File: src/rtl/dnn_acc_pkg.sv
// Shared constants and helpers for the accelerator data path (request generator,
// response side, write-back).
package dnn_acc_pkg;

  localparam int unsigned DATA_WIDTH_DEF  = 32;
  localparam int unsigned BRAM_RD_LAT_DEF = 2;

  // Ceiling log2; returns 0 for v <= 1.
  function automatic int unsigned clog2(input int unsigned v);
    int unsigned r;
    r = 0;
    while ((r < 32) && ((64'd1 << r) < 64'(v))) r++;
    return r;
  endfunction

endpackage

File: src/rtl/sync_fifo_fwft.sv
// Synchronous first-word-fall-through FIFO on a register array; a push is
// accepted when full only if a pop happens in the same cycle.
module sync_fifo_fwft
  import dnn_acc_pkg::*;
#(
  parameter int unsigned DATA_WIDTH = DATA_WIDTH_DEF,
  parameter int unsigned DEPTH      = 8
) (
  input  logic                       clk,
  input  logic                       rst,
  input  logic                       clr,
  input  logic                       push,
  input  logic                       pop,
  input  logic [DATA_WIDTH-1:0]      din,
  output logic [DATA_WIDTH-1:0]      dout,
  output logic [clog2(DEPTH):0]      count
);

  localparam int unsigned AW = clog2(DEPTH);
  localparam int unsigned CW = AW + 1;

  logic [DATA_WIDTH-1:0] mem [DEPTH];
  logic [AW-1:0]         wr_ptr;
  logic [AW-1:0]         rd_ptr;
  logic                  empty;
  logic                  full;
  logic                  pop_ok;
  logic                  push_ok;

  assign empty   = (count == '0);
  assign full    = (count == CW'(DEPTH));
  assign pop_ok  = pop && !empty;
  assign push_ok = push && (!full || pop_ok);

  // Head word is forced to zero while empty so the output is defined out of reset.
  assign dout = empty ? '0 : mem[rd_ptr];

  always_ff @(posedge clk) begin
    if (push_ok && !rst && !clr) mem[wr_ptr] <= din;
  end

  always_ff @(posedge clk) begin
    if (rst || clr) begin
      wr_ptr <= '0;
      rd_ptr <= '0;
      count  <= '0;
    end else begin
      if (push_ok) wr_ptr <= wr_ptr + AW'(1);
      if (pop_ok)  rd_ptr <= rd_ptr + AW'(1);
      case ({push_ok, pop_ok})
        2'b10:   count <= count + CW'(1);
        2'b01:   count <= count - CW'(1);
        default: count <= count;
      endcase
    end
  end

endmodule

File: src/rtl/data_resp.sv
// Read-response side: tracks issued RAM reads, captures data after RD_LATENCY and
// buffers it with credit-based stall. Optional statistics under DATA_RESP_STAT_EN.
module data_resp
  import dnn_acc_pkg::*;
#(
  parameter int unsigned DATA_WIDTH = DATA_WIDTH_DEF,
  parameter int unsigned RD_LATENCY = BRAM_RD_LAT_DEF,
  parameter int unsigned FIFO_DEPTH = 8
) (
  input  logic                  clk,
  input  logic                  rst,
  input  logic                  i_rden,
  input  logic                  i_end,
  input  logic [DATA_WIDTH-1:0] i_rdata,
  output logic                  o_stall,
  output logic [DATA_WIDTH-1:0] o_data,
  output logic                  o_valid,
  input  logic                  i_ready
`ifdef DATA_RESP_STAT_EN
  ,
  output logic [31:0]           o_pop_cnt,
  output logic [31:0]           o_stall_cyc
`endif
);

  localparam int unsigned CW = clog2(FIFO_DEPTH) + 1;
  localparam int unsigned SW = CW + 1;

  logic                  clr;
  logic [RD_LATENCY-1:0] vpipe;
  logic                  land;
  logic                  pop;
  logic [CW-1:0]         inflight;
  logic [CW-1:0]         count;

  assign clr  = rst | i_end;
  assign land = vpipe[RD_LATENCY-1];
  assign pop  = o_valid & i_ready;

  // Valid pipe mirrors the RAM read latency; clearing it discards in-flight data.
  always_ff @(posedge clk) begin
    if (clr) vpipe <= '0;
    else     vpipe <= RD_LATENCY'({vpipe, i_rden});
  end

  always_ff @(posedge clk) begin
    if (clr) begin
      inflight <= '0;
    end else begin
      case ({i_rden, land})
        2'b10:   inflight <= inflight + CW'(1);
        2'b01:   inflight <= inflight - CW'(1);
        default: inflight <= inflight;
      endcase
    end
  end

  sync_fifo_fwft #(
    .DATA_WIDTH (DATA_WIDTH),
    .DEPTH      (FIFO_DEPTH)
  ) u_fifo (
    .clk   (clk),
    .rst   (rst),
    .clr   (i_end),
    .push  (land),
    .pop   (pop),
    .din   (i_rdata),
    .dout  (o_data),
    .count (count)
  );

  // Credit check uses only registered state, so no path from i_rden/i_ready.
  assign o_valid = (count != '0);
  assign o_stall = (SW'(count) + SW'(inflight)) >= SW'(FIFO_DEPTH);

`ifdef DATA_RESP_STAT_EN
  always_ff @(posedge clk) begin
    if (clr) begin
      o_pop_cnt   <= '0;
      o_stall_cyc <= '0;
    end else begin
      if (pop)     o_pop_cnt   <= o_pop_cnt + 32'd1;
      if (o_stall) o_stall_cyc <= o_stall_cyc + 32'd1;
    end
  end
`endif

  a_no_rden_on_stall: assert property (@(posedge clk) disable iff (clr) !(i_rden && o_stall));

endmodule

File: config.mk
export PLATFORM = sky130hd
export DESIGN_NAME = data_resp
export DESIGN_NICKNAME = d
export VERILOG_FILES = /design/src/rtl/dnn_acc_pkg.sv /design/src/rtl/sync_fifo_fwft.sv /design/src/rtl/data_resp.sv
export SDC_FILE = /design/constraint.sdc
export NUM_CORES = 1
export LEC_CHECK = 0
export CAP_MARGIN = 20
export CELL_PAD_IN_SITES_DETAIL_PLACEMENT = 1
export CELL_PAD_IN_SITES_GLOBAL_PLACEMENT = 1
export CORE_AREA = 2 2 134 169
export CTS_BUF_LIST = sky130_fd_sc_hd__clkbuf_16
export DETAILED_ROUTE_END_ITERATION = 8
export DIE_AREA = 0 0 136 171
export GPL_TIMING_DRIVEN = 0
export PLACE_DENSITY_LB_ADDON = 0.08
export REMOVE_ABC_BUFFERS = 1
export SETUP_SLACK_MARGIN = 0.3
export SYNTH_ARGS = -nofsm -noshare
export SYNTH_HDL_FRONTEND = slang
export SYNTH_HIERARCHICAL = 1
export SYNTH_SLANG_ARGS = --single-unit
export TNS_END_PERCENT = 1
File: constraint.sdc
create_clock -name clk -period 5.6 [get_ports clk]
set_clock_uncertainty 0.2 [all_clocks]
set_input_delay 0.56 -clock clk [delete_from_list [all_inputs] [get_ports clk]]
set_output_delay 0.56 -clock clk [all_outputs]
set_load 0.01 [all_outputs]
==> run_results.csv <==
group,metric,value,unit
global_route,maximum_number_of_pins_on_one_net_before_global_route_repair,56,
route,route.final.wire_length,22900,um
synth,number_of_flops_mapped_to_enable_cells_by_yosys,256,
setup_path,start_kind,"flip-flop",
route,first_pass_iters,4,
run,max_cap_violations,0,
pwr,irDropWorstVdd,0.000214,V
clock_tree,clkSlewWorstSetupHoldPaths,60,ps
synth,synth.distinct_cells,41,
sta,slew-limit-headroom,30.2,%
pwr,power_per_cell_area,307,nW/um^2
worst_hold_path,worstHoldPathType,"flip-flop to flip-flop",
sta,pin_slew_with_the_least_headroom_to_its_limit,1040,ps
setup_path,crit-reg2reg-launch,"u_fifo/count[1]$_SDFFE_PP0P_",
layout,area_growth_syn_to_layout,19.5,%
clock_tree,postCtsHoldBufs,0,
setup_path,critPathMaxStageDelay,670,ps
synth,postSynthCellCount,538,
layout,layoutNonFillerInstCount,934,
synth,synth-seq-cells,275,
floorplanning,core,21800,sq um
clock_tree,clkSinkCount,275,
placement,numPlacedInstances,885,
setup_path,path_delay_family,"buffers and inverters",
worst_hold_path,hold_path_startpoint,"vpipe[0]$_SDFF_PP0_",
sta,maxSlewViolCount,0,
global_route,antenna_found_initial,1,
sta,hold_violations,0,
worst_hold_path,hold_depth,1,
placement,io_buffers,70,
global_route,grt_first_pass_wirelength,35500,um
sta,grt_setup_unrepaired,"no",
placement,gp_routability_congestion,0.744,
setup_path,timing.critical_path.cells,"buf_16, mux4_2, mux2i_1, nor2_1, clkdlybuf4s50_1",
sta,achievable-frequency,0.270,GHz
setup_path,worst_setup_path_end_kind,"output port",
pwr,p_leak,0.00402,uW
setup_path,ff2ff_path_depth,8,
synth,synthesis.yosys.warnings,6,
global_route,globalRouteTotalUtil,20.7,%
route,detail_route.iter0.violations,282,
setup_path,required_time_reported_for_the_critical_path_endpoint,4840,ps
worst_hold_path,worstHoldEndpoint,"vpipe[1]$_SDFF_PP0_",
synth,synth-async-reset-ratio,0,%
clock_tree,root_cell_of_the_clock_tree,"clkbuf_16",
outcome,status,"complete, no violations",
synth,synth_area,10900,sq um
floorplanning,die_width,136,um
floorplanning,design.portCount,71,
clock_tree,cts_tree,"built",
synth,share_of_synthesized_area_occupied_by_flip_flops_and_latches,74.3,%
layout,final_net_count,681,
global_route,grt_remaining_overflow,0,
route,antenna_left,0,
setup_path,regToRegEndpoint,"u_fifo/mem[1][20]$_DFFE_PP_",
placement,placed_cell_area,12200,sq um
clock_tree,cts.repair.resized,0,
clock_tree,insertion_delay,530,ps
clock_tree,cts_inserted_buffers,26,
setup_path,r2r_slack,1960,ps
floorplanning,floorplan.die_area,23300,sq um
route,drc,0,
synth,synthFlopType,"edfxtp_1",
placement,detailedPlacementHpwl,14300,um
floorplanning,die_span_y,171,um
setup_path,worst_ep_arrival_time,2940,ps
sta,layout_worst_path_cycle_share,66.1,%
global_route,first_global_vias,5986,
layout,final_cell_area_excluding_filler_cells,13000,sq um
route,wl_per_cell,24.5,um
setup_path,path_max_fanout,42,
clock_tree,cts.repair_timing.setup_buffer_count,0,
clock_tree,cts_max_level,1,
setup_path,cp_slowest_cell,"dfxtp_4",
clock_tree,clock_path_buffers,3,
sta,final_period_minus_worst_setup_slack,3700,ps
route,num_vias,5299,
setup_path,path_class,"flip-flop to output port",
route,vias_per_cell,5.67,
floorplanning,rows,61,
setup_path,worst-path-buf-inv,2,
sta,setup_violations,0,
synth,synth.avg_cell_area,20.2,sq um
layout,layout-drive-gt1-share,20.8,%
floorplanning,initial_util,49.8,%
cells in the final DEF (no fill, tap or decap), drive strengths merged, types with 8 or more instances in the layout:
cell,instances
inv,22
ha,11
clkdlybuf4s50,70
nor3,8
edfxtp,256
clkbuf,27
mux2i,36
nor2,53
buf,18
mux4,64
dfxtp,19
worst register-to-register path, cell delays in order, from the launching register on:
cell	delay [ps]
dfxtp_1	620
or4_4	240
and2_4	190
nand2b_1	150
o21ai_2	100
or3_1	530
nor3_2	800
buf_8	240
buf_4	240
routing by layer:
| metal | track usage (%) | part of all wire, % | up-vias | wire, um |
|---|---|---|---|---|
| met1 | 26.6 | 40 | 2803 | 9260 |
| met3 | 3.02 | 3.5 | 38 | 810 |
| li1 | - | - | 2353 | - |
| met2 | 37.0 | 54 | 105 | 12300 |
| met5 | 0 | 0 | - | 0 |
| met4 | 5.25 | 2.1 | 0 | 482 |
synthesized netlist by cell type (2+ instances only):
library cell | n | area share [%]
edfxtp_1 | 256 | 71
mux4_2 | 64 | 13
nor2_1 | 53 | 1.8
mux2i_1 | 36 | 3.3
dfxtp_1 | 19 | 3.5
clkbuf_1 | 11 | 0.38
ha_1 | 11 | 1.3
inv_1 | 10 | 0.35
nor3_1 | 8 | 0.37
a21oi_1 | 6 | 0.28
buf_2 | 6 | 0.28
buf_4 | 6 | 0.41
nand2_1 | 5 | 0.17
xor2_1 | 5 | 0.40
nand2b_1 | 4 | 0.23
xnor2_1 | 4 | 0.32
a211oi_1 | 3 | 0.21
fa_1 | 3 | 0.55
or3_1 | 3 | 0.17
nand3_1 | 2 | 0.092
nand3b_1 | 2 | 0.14
o21ai_2 | 2 | 0.16
report_power, final:
| part | switching [uW] | total, uW | internal (uW) |
|---|---|---|---|
| Clock | 722 | 1680 | 959 |
| Combinational | 32.0 | 58.9 | 26.9 |
| Sequential | 1.61 | 2240 | 2240 |
| Total | 755 | 3980 | 3230 |
cell type report:
type	instances	area, sq um
Antenna cell	1	2.50
Timing Repair Buffer	88	1000
Tap cell	283	354
Clock buffer	27	676
Clock inverter	21	140
Inverter	11	41.3
Fill cell	1916	8850
Multi-Input combinational cell	228	2690
Sequential cell	275	8080
stage by stage:
step	setup TNS, ps	hold WS, ps	total power [uW]	worst slack [ps]	util (%)
floorplan	0	206	2300	1240	-
global placement	-125510	212	2340	-1700	54.0
detailed placement	0	227	2350	1700	55.7
CTS	0	241	4020	1820	59.5
global route	0	262	4100	1680	59.5
finish	0	235	3980	1900	59.5
how the worst max path moves through the flow:
| stage | slack [ps] | to | depth (start not counted) | from |
|---|---|---|---|---|
| after floorplan | 1240 | o_data[0] | 3 | flip-flop |
| after global placement | -1700 | u_fifo/mem[1][22]$_DFFE_PP_ | 4 | rst |
| after detailed placement | 1700 | u_fifo/mem[0][22]$_DFFE_PP_ | 7 | rst |
| after CTS | 1820 | o_data[5] | 5 | flip-flop |
| final | 1900 | o_data[5] | 5 | flip-flop |
| after global routing | 1680 | o_data[5] | 5 | flip-flop |
sequential cells by signal, summed over array words and instances, names as in the netlist, named ones only:
name and flops:
u_fifo/wr_ptr 3, u_fifo/count 4, inflight 4, u_fifo/rd_ptr 3
vpipe 2, u_fifo/mem 256
logic make-up after synthesis:
kind of cell               share of synthesized area (%)
xor gates and xnor gates                           0.726
DFF                                                 74.3
AOI/OAI and AO/OA                                   1.31
adders and majority gates                           1.82
muxes                                               16.6
buffers and inverters                               1.56
and+or+nand+nor                                     3.71
(Power assumes the default switching activity.)
